<file path="src/rtl/cpu_mem_bridge.sv">
// cpu_mem_bridge: turns each 6502 bus cycle (clkPhi0 sampled as data) into a
// single PSRAM controller request, all on the clkRAM clock. RDY is held low
// while an access is outstanding; a stuck controller is aborted after
// TIMEOUT_CYCLES and flagged on a sticky o_timeout.
// Optional build macro CPU_READ_CACHE_EN: one-entry read cache keyed on
// {bank, addr}, so repeated reads of the same location skip the controller.
module cpu_mem_bridge #(
  parameter int         TIMEOUT_CYCLES = 1024,
  parameter logic [7:0] TIMEOUT_DATA   = 8'hFF,
  parameter int         CNT_W          = 11
) (
  input  logic        clk,
  input  logic        reset,
  input  logic        i_clkPhi0,
  input  logic [15:0] i_cpuAddr,
  input  logic        i_cpuWE,
  input  logic [7:0]  i_cpuDO,
  input  logic [5:0]  i_bank,
  output logic [7:0]  o_cpuDI,
  output logic        o_rdy,
  output logic        o_cs,
  output logic        o_write,
  output logic [5:0]  o_bank,
  output logic [15:0] o_addr,
  output logic [7:0]  o_dataToWrite,
  input  logic        i_busy,
  input  logic        i_dataReady,
  input  logic [7:0]  i_dataRead,
  output logic        o_timeout
);

  typedef enum logic [1:0] {S_IDLE, S_ISSUE, S_WAIT, S_DONE} state_t;

  state_t             state_reg, state_next;
  logic               phi0_reg;
  logic [7:0]         cpu_di_reg, cpu_di_next;
  logic               rdy_reg, rdy_next;
  logic               cs_reg, cs_next;
  logic               write_reg, write_next;
  logic [5:0]         bank_reg, bank_next;
  logic [15:0]        addr_reg, addr_next;
  logic [7:0]         wdata_reg, wdata_next;
  logic               timeout_reg, timeout_next;
  logic [CNT_W-1:0]   cnt_reg, cnt_next;

  logic cycle_start;
  logic access_done;
  logic timeout_hit;

  // A CPU cycle begins on the rising edge of the sampled phase clock.
  assign cycle_start = i_clkPhi0 & ~phi0_reg;
  assign timeout_hit = (cnt_reg == CNT_W'(TIMEOUT_CYCLES - 1));
  // A read may complete while still issuing if busy and data arrive together.
  assign access_done = ((state_reg == S_ISSUE) & i_busy & ~write_reg & i_dataReady) |
                       ((state_reg == S_WAIT) & (write_reg ? ~i_busy : i_dataReady));

`ifdef CPU_READ_CACHE_EN
  logic        tag_valid_reg, tag_valid_next;
  logic [21:0] tag_reg, tag_next;
  logic        tag_match;
  // o_cpuDI always holds the data for the tagged location while valid.
  assign tag_match = tag_valid_reg & (tag_reg == {i_bank, i_cpuAddr});
`endif

  // Next-state and next-output logic for the request sequencer.
  always_comb begin
    state_next   = state_reg;
    cpu_di_next  = cpu_di_reg;
    rdy_next     = rdy_reg;
    cs_next      = cs_reg;
    write_next   = write_reg;
    bank_next    = bank_reg;
    addr_next    = addr_reg;
    wdata_next   = wdata_reg;
    timeout_next = timeout_reg;
    cnt_next     = cnt_reg;
`ifdef CPU_READ_CACHE_EN
    tag_valid_next = tag_valid_reg;
    tag_next       = tag_reg;
`endif
    case (state_reg)
      S_IDLE: begin
        if (cycle_start) begin
          addr_next  = i_cpuAddr;
          write_next = i_cpuWE;
          wdata_next = i_cpuDO;
          bank_next  = i_bank;
          cnt_next   = '0;
          rdy_next   = 1'b0;
`ifdef CPU_READ_CACHE_EN
          if (tag_match & ~i_cpuWE) begin
            state_next = S_DONE;
          end else begin
            cs_next    = 1'b1;
            state_next = S_ISSUE;
            if (tag_match) cpu_di_next = i_cpuDO;
          end
`else
          cs_next    = 1'b1;
          state_next = S_ISSUE;
`endif
        end
      end
      S_ISSUE, S_WAIT: begin
        cnt_next = cnt_reg + 1'b1;
        if (access_done) begin
          cs_next    = 1'b0;
          rdy_next   = 1'b1;
          state_next = S_DONE;
          if (~write_reg) begin
            cpu_di_next = i_dataRead;
`ifdef CPU_READ_CACHE_EN
            tag_valid_next = 1'b1;
            tag_next       = {bank_reg, addr_reg};
`endif
          end
        end else if (timeout_hit) begin
          cs_next      = 1'b0;
          rdy_next     = 1'b1;
          timeout_next = 1'b1;
          state_next   = S_DONE;
          if (~write_reg) cpu_di_next = TIMEOUT_DATA;
`ifdef CPU_READ_CACHE_EN
          tag_valid_next = 1'b0;
`endif
        end else if ((state_reg == S_ISSUE) && i_busy) begin
          cs_next    = 1'b0;
          state_next = S_WAIT;
        end
      end
      S_DONE: begin
        rdy_next   = 1'b1;
        state_next = S_IDLE;
      end
      default: state_next = S_IDLE;
    endcase
  end

  // State and output registers with synchronous reset.
  always_ff @(posedge clk) begin
    if (reset) begin
      state_reg   <= S_IDLE;
      phi0_reg    <= 1'b0;
      cpu_di_reg  <= 8'h00;
      rdy_reg     <= 1'b1;
      cs_reg      <= 1'b0;
      write_reg   <= 1'b0;
      bank_reg    <= '0;
      addr_reg    <= '0;
      wdata_reg   <= '0;
      timeout_reg <= 1'b0;
      cnt_reg     <= '0;
    end else begin
      state_reg   <= state_next;
      phi0_reg    <= i_clkPhi0;
      cpu_di_reg  <= cpu_di_next;
      rdy_reg     <= rdy_next;
      cs_reg      <= cs_next;
      write_reg   <= write_next;
      bank_reg    <= bank_next;
      addr_reg    <= addr_next;
      wdata_reg   <= wdata_next;
      timeout_reg <= timeout_next;
      cnt_reg     <= cnt_next;
    end
  end

`ifdef CPU_READ_CACHE_EN
  // Cache tag register; reset only needs to drop the valid bit.
  always_ff @(posedge clk) begin
    if (reset) begin
      tag_valid_reg <= 1'b0;
      tag_reg       <= '0;
    end else begin
      tag_valid_reg <= tag_valid_next;
      tag_reg       <= tag_next;
    end
  end
`endif

  assign o_cpuDI       = cpu_di_reg;
  assign o_rdy         = rdy_reg;
  assign o_cs          = cs_reg;
  assign o_write       = write_reg;
  assign o_bank        = bank_reg;
  assign o_addr        = addr_reg;
  assign o_dataToWrite = wdata_reg;
  assign o_timeout     = timeout_reg;

endmodule

</file>
<file path="config.mk">
export PLATFORM = sky130hd
export DESIGN_NAME = cpu_mem_bridge
export DESIGN_NICKNAME = d
export VERILOG_FILES = /design/src/rtl/cpu_mem_bridge.sv
export SDC_FILE = /design/constraint.sdc
export NUM_CORES = 1
export LEC_CHECK = 0
export BUFFER_PORTS_ARGS = -buffer_cell sky130_fd_sc_hd__clkbuf_2
export CAP_MARGIN = 30
export CORE_ASPECT_RATIO = 0.75
export CORE_UTILIZATION = 45
export CTS_BUF_LIST = sky130_fd_sc_hd__clkbuf_2
export CTS_CLUSTER_DIAMETER = 60
export DETAILED_ROUTE_END_ITERATION = 6
export PLACE_DENSITY = 0.74
export SLEW_MARGIN = 10
export SYNTH_ARGS = -nofsm -noshare
export SYNTH_HDL_FRONTEND = slang
export SYNTH_SLANG_ARGS = --single-unit
</file>
<file path="constraint.sdc">
create_clock -name clk -period 2 [get_ports clk]
set_input_delay 0.2 -clock clk [delete_from_list [all_inputs] [get_ports clk]]
set_output_delay 0.2 -clock clk [all_outputs]
set_load 0.02 [all_outputs]
</file>
==> run metrics <==
outcome=completed; fill count=436; Port-buffer cells=85; # diodes=0; Max transition margin=59.69%; TritonCTS clock tree=done; # rows=22; Die Y=65.85 um; grt total ovfl=0; worst-path fanout max=7; pre-CTS setup slack=171.8 ps; Max Buffers Root-to-Sink=2; antenna violations before repair=0; most frequent cell after synthesis=nand2_1; Synth Instances=278; initial DRC count=110; Synth Area per Inst=8.799 um^2; CTS Sinks=56; clk_lat worst skew=460 ps; vias in the first global route=2,200; crit start category=register; final hold violation count=0; EDFF count, synth=0; skew final=20.15 ps; Power Dens Cells=960.0 nW/um^2; crit path cell chain=inv_1 -> ha_1 -> a21o_1 -> a2bb2oi_2 -> a31oi_1 -> a211o_1; slew at the pin closest to its max-slew limit=604.7 ps; Synth Net Count=328; fraction of layout cells with a size suffix above 1=29.29%; Setup Crit Path Kind=register to register; max reg flops=16; predominant post-synthesis flop cell=dfxtp_1; Max Cap Viol=0; postcts setup bufs=0; routed vias=2,294; CTS buffer count=5; register area=1121 um^2; largest net degree at the start of global routing=34; synth warn=0; Core Region=5065 um^2; IO Pins=86; DRT Wirelength=6089 um; Detailed Routing Iterations Pass 1=4; Cell variety after synth=37; CTS HTree Levels=2; hold crit path type=input port to register; routability cong.=0.7954; Starting Density=48.30%; final worst-path setup slack=196.5 ps; setup_tns=0 ps; Detail Route Antenna Nets=0; crit path max-delay cell type=dfxtp_1; global-route wire length before repair=9908 um; FMAX=0.5545 GHz; Final period util=90.18%; cell taking the most area after synthesis=dfxtp_1; Leak=1.477 nW; Root Driver=clkbuf_2; residual DRC count=0; register area share after synthesis=45.83%; Async SR Flop Fraction=0%; DP Cell Count=423; Synth top area share=45.83%; placed instance area=2950 um^2; dpl hpwl=3899 um; Final setup viols=0; clock transition at the registers of the reported paths=280 ps; Yosys reg bits=56; Worst Path Arrival=2190 ps; fin crit period=1804 ps; vias per cell=4.902; Req. time, crit path=2380 ps; VDD IR max=604.9 uV; Nets=445; top post-synthesis cells by area=dfxtp_1, nand2_1, a21oi_1, a211oi_2, ha_1; Slew Limit Fails=0; Design Area, Final=3395 um^2; Syn-to-layout area delta=38.77%; overall routing resource usage=22.23%; die extent in x=87.14 um; CP endpoint kind=register; Mapped Area=2446 um^2; Power Total=3.259 mW; RSZ-0062 raised after global routing=no; CP peak stage delay=480 ps; die area=5738 um^2; R2R setup slack=200 ps; top post-synthesis cells by count=nand2_1, dfxtp_1, a21oi_1, nor2_1, inv_1; Non-Filler Instances=468; Routed wire per std cell=13.01 um; area of the multi-input gates=1205 um^2
## cell usage in the layout (no fill, tap or decap), types with 2 or more instances in the layout
master / synthesis / routed
nor2b_1: 4 / 4
a21o_1: 3 / 3
a21oi_1: 35 / 35
nand2b_1: 5 / 5
dfxtp_1: 56 / 56
a2111oi_4: 2 / 2
buf_4: 0 / 2
nand2_1: 69 / 69
a211o_1: 2 / 2
ha_1: 6 / 5
nand4_1: 3 / 3
inv_1: 15 / 15
clkbuf_2: 0 / 90
a31o_2: 2 / 2
dlygate4sd3_1: 0 / 37
a211oi_2: 8 / 8
nor2_1: 16 / 16
or3b_1: 4 / 4
a31oi_1: 2 / 2
nand3b_1: 4 / 4
buf_12: 0 / 2
xnor2_1: 4 / 4
mux2i_1: 7 / 7
## per-stage QoR
step | util, % | hold WS [ps]
2_1_floorplan | - | 328.2
6_report | 67.02 | 8.599
5_1_grt | 67.02 | 18.22
3_3_place_gp | 58.25 | 422.6
4_1_cts | 66.38 | 2.463
3_5_place_dp | 58.25 | 431.1
## area by class of cell
type / count / share of cell area [%]
clock buffers: 5 / 0.7372
clock inverters: 3 / 1.364
inverters: 15 / 1.659
repair buffers: 126 / 25.06
flip-flops and latches: 56 / 33.03
well taps: 72 / 2.654
multi-input cells: 191 / 35.50
## worst max-delay path, delay by kind of cell, from the launching register on
kind | cells | cell delay (ps)
buf+inv | 1 | 90
compound gates | 4 | 930
flops | 1 | 480
fa+ha+maj | 1 | 240
## layer usage
metal | up-vias | global-route usage [%] | share of wire, % | wire length (um)
met3 | 9 | 6.242 | 6.5 | 395
met5 | - | 0 | 0 | 0
met1 | 1041 | 27.73 | 45 | 2766
li1 | 1172 | - | - | -
met4 | 0 | 7.172 | 1.4 | 87
met2 | 72 | 37.30 | 47 | 2841
## kinds of logic after synthesis
| family | after synthesis | synth area share (%) |
|---|---|---|
| and+or+nand+nor | 111 | 21.43 |
| xor gates and xnor gates | 4 | 1.432 |
| AOI/OAI and AO/OA | 62 | 19.90 |
| DFF | 56 | 45.83 |
| buffers and inverters | 31 | 5.012 |
| muxes | 8 | 3.325 |
| adders and majority gates | 6 | 3.069 |
## report_power, final
group | internal [mW] | leakage [nW] | switching (mW) | total, mW
Combinational | 0.532 | 0.981 | 0.761 | 1.29
Clock | 0.215 | 0.0396 | 0.373 | 0.588
Sequential | 1.28 | 0.457 | 0.102 | 1.38
Total | 2.02 | 1.48 | 1.24 | 3.26
## path summary, 6_finish.rpt
path	cells past startpoint	start	endpoint
max	6	state_reg[0]	o_rdy
min	3	i_dataRead[7]	o_cpuDI[7]
max reg2reg	6	state_reg[0]	o_rdy
min reg2reg	2	o_dataToWrite[1]	o_dataToWrite[1]
## timing repair
action | CTS | global route
hold buffers | 34 | 3
endpoints found under the setup margin | 0 | 5
endpoints found under the hold margin | 34 | 3
resized for setup | 0 | 1
Power figures use the tool's default switching activity.
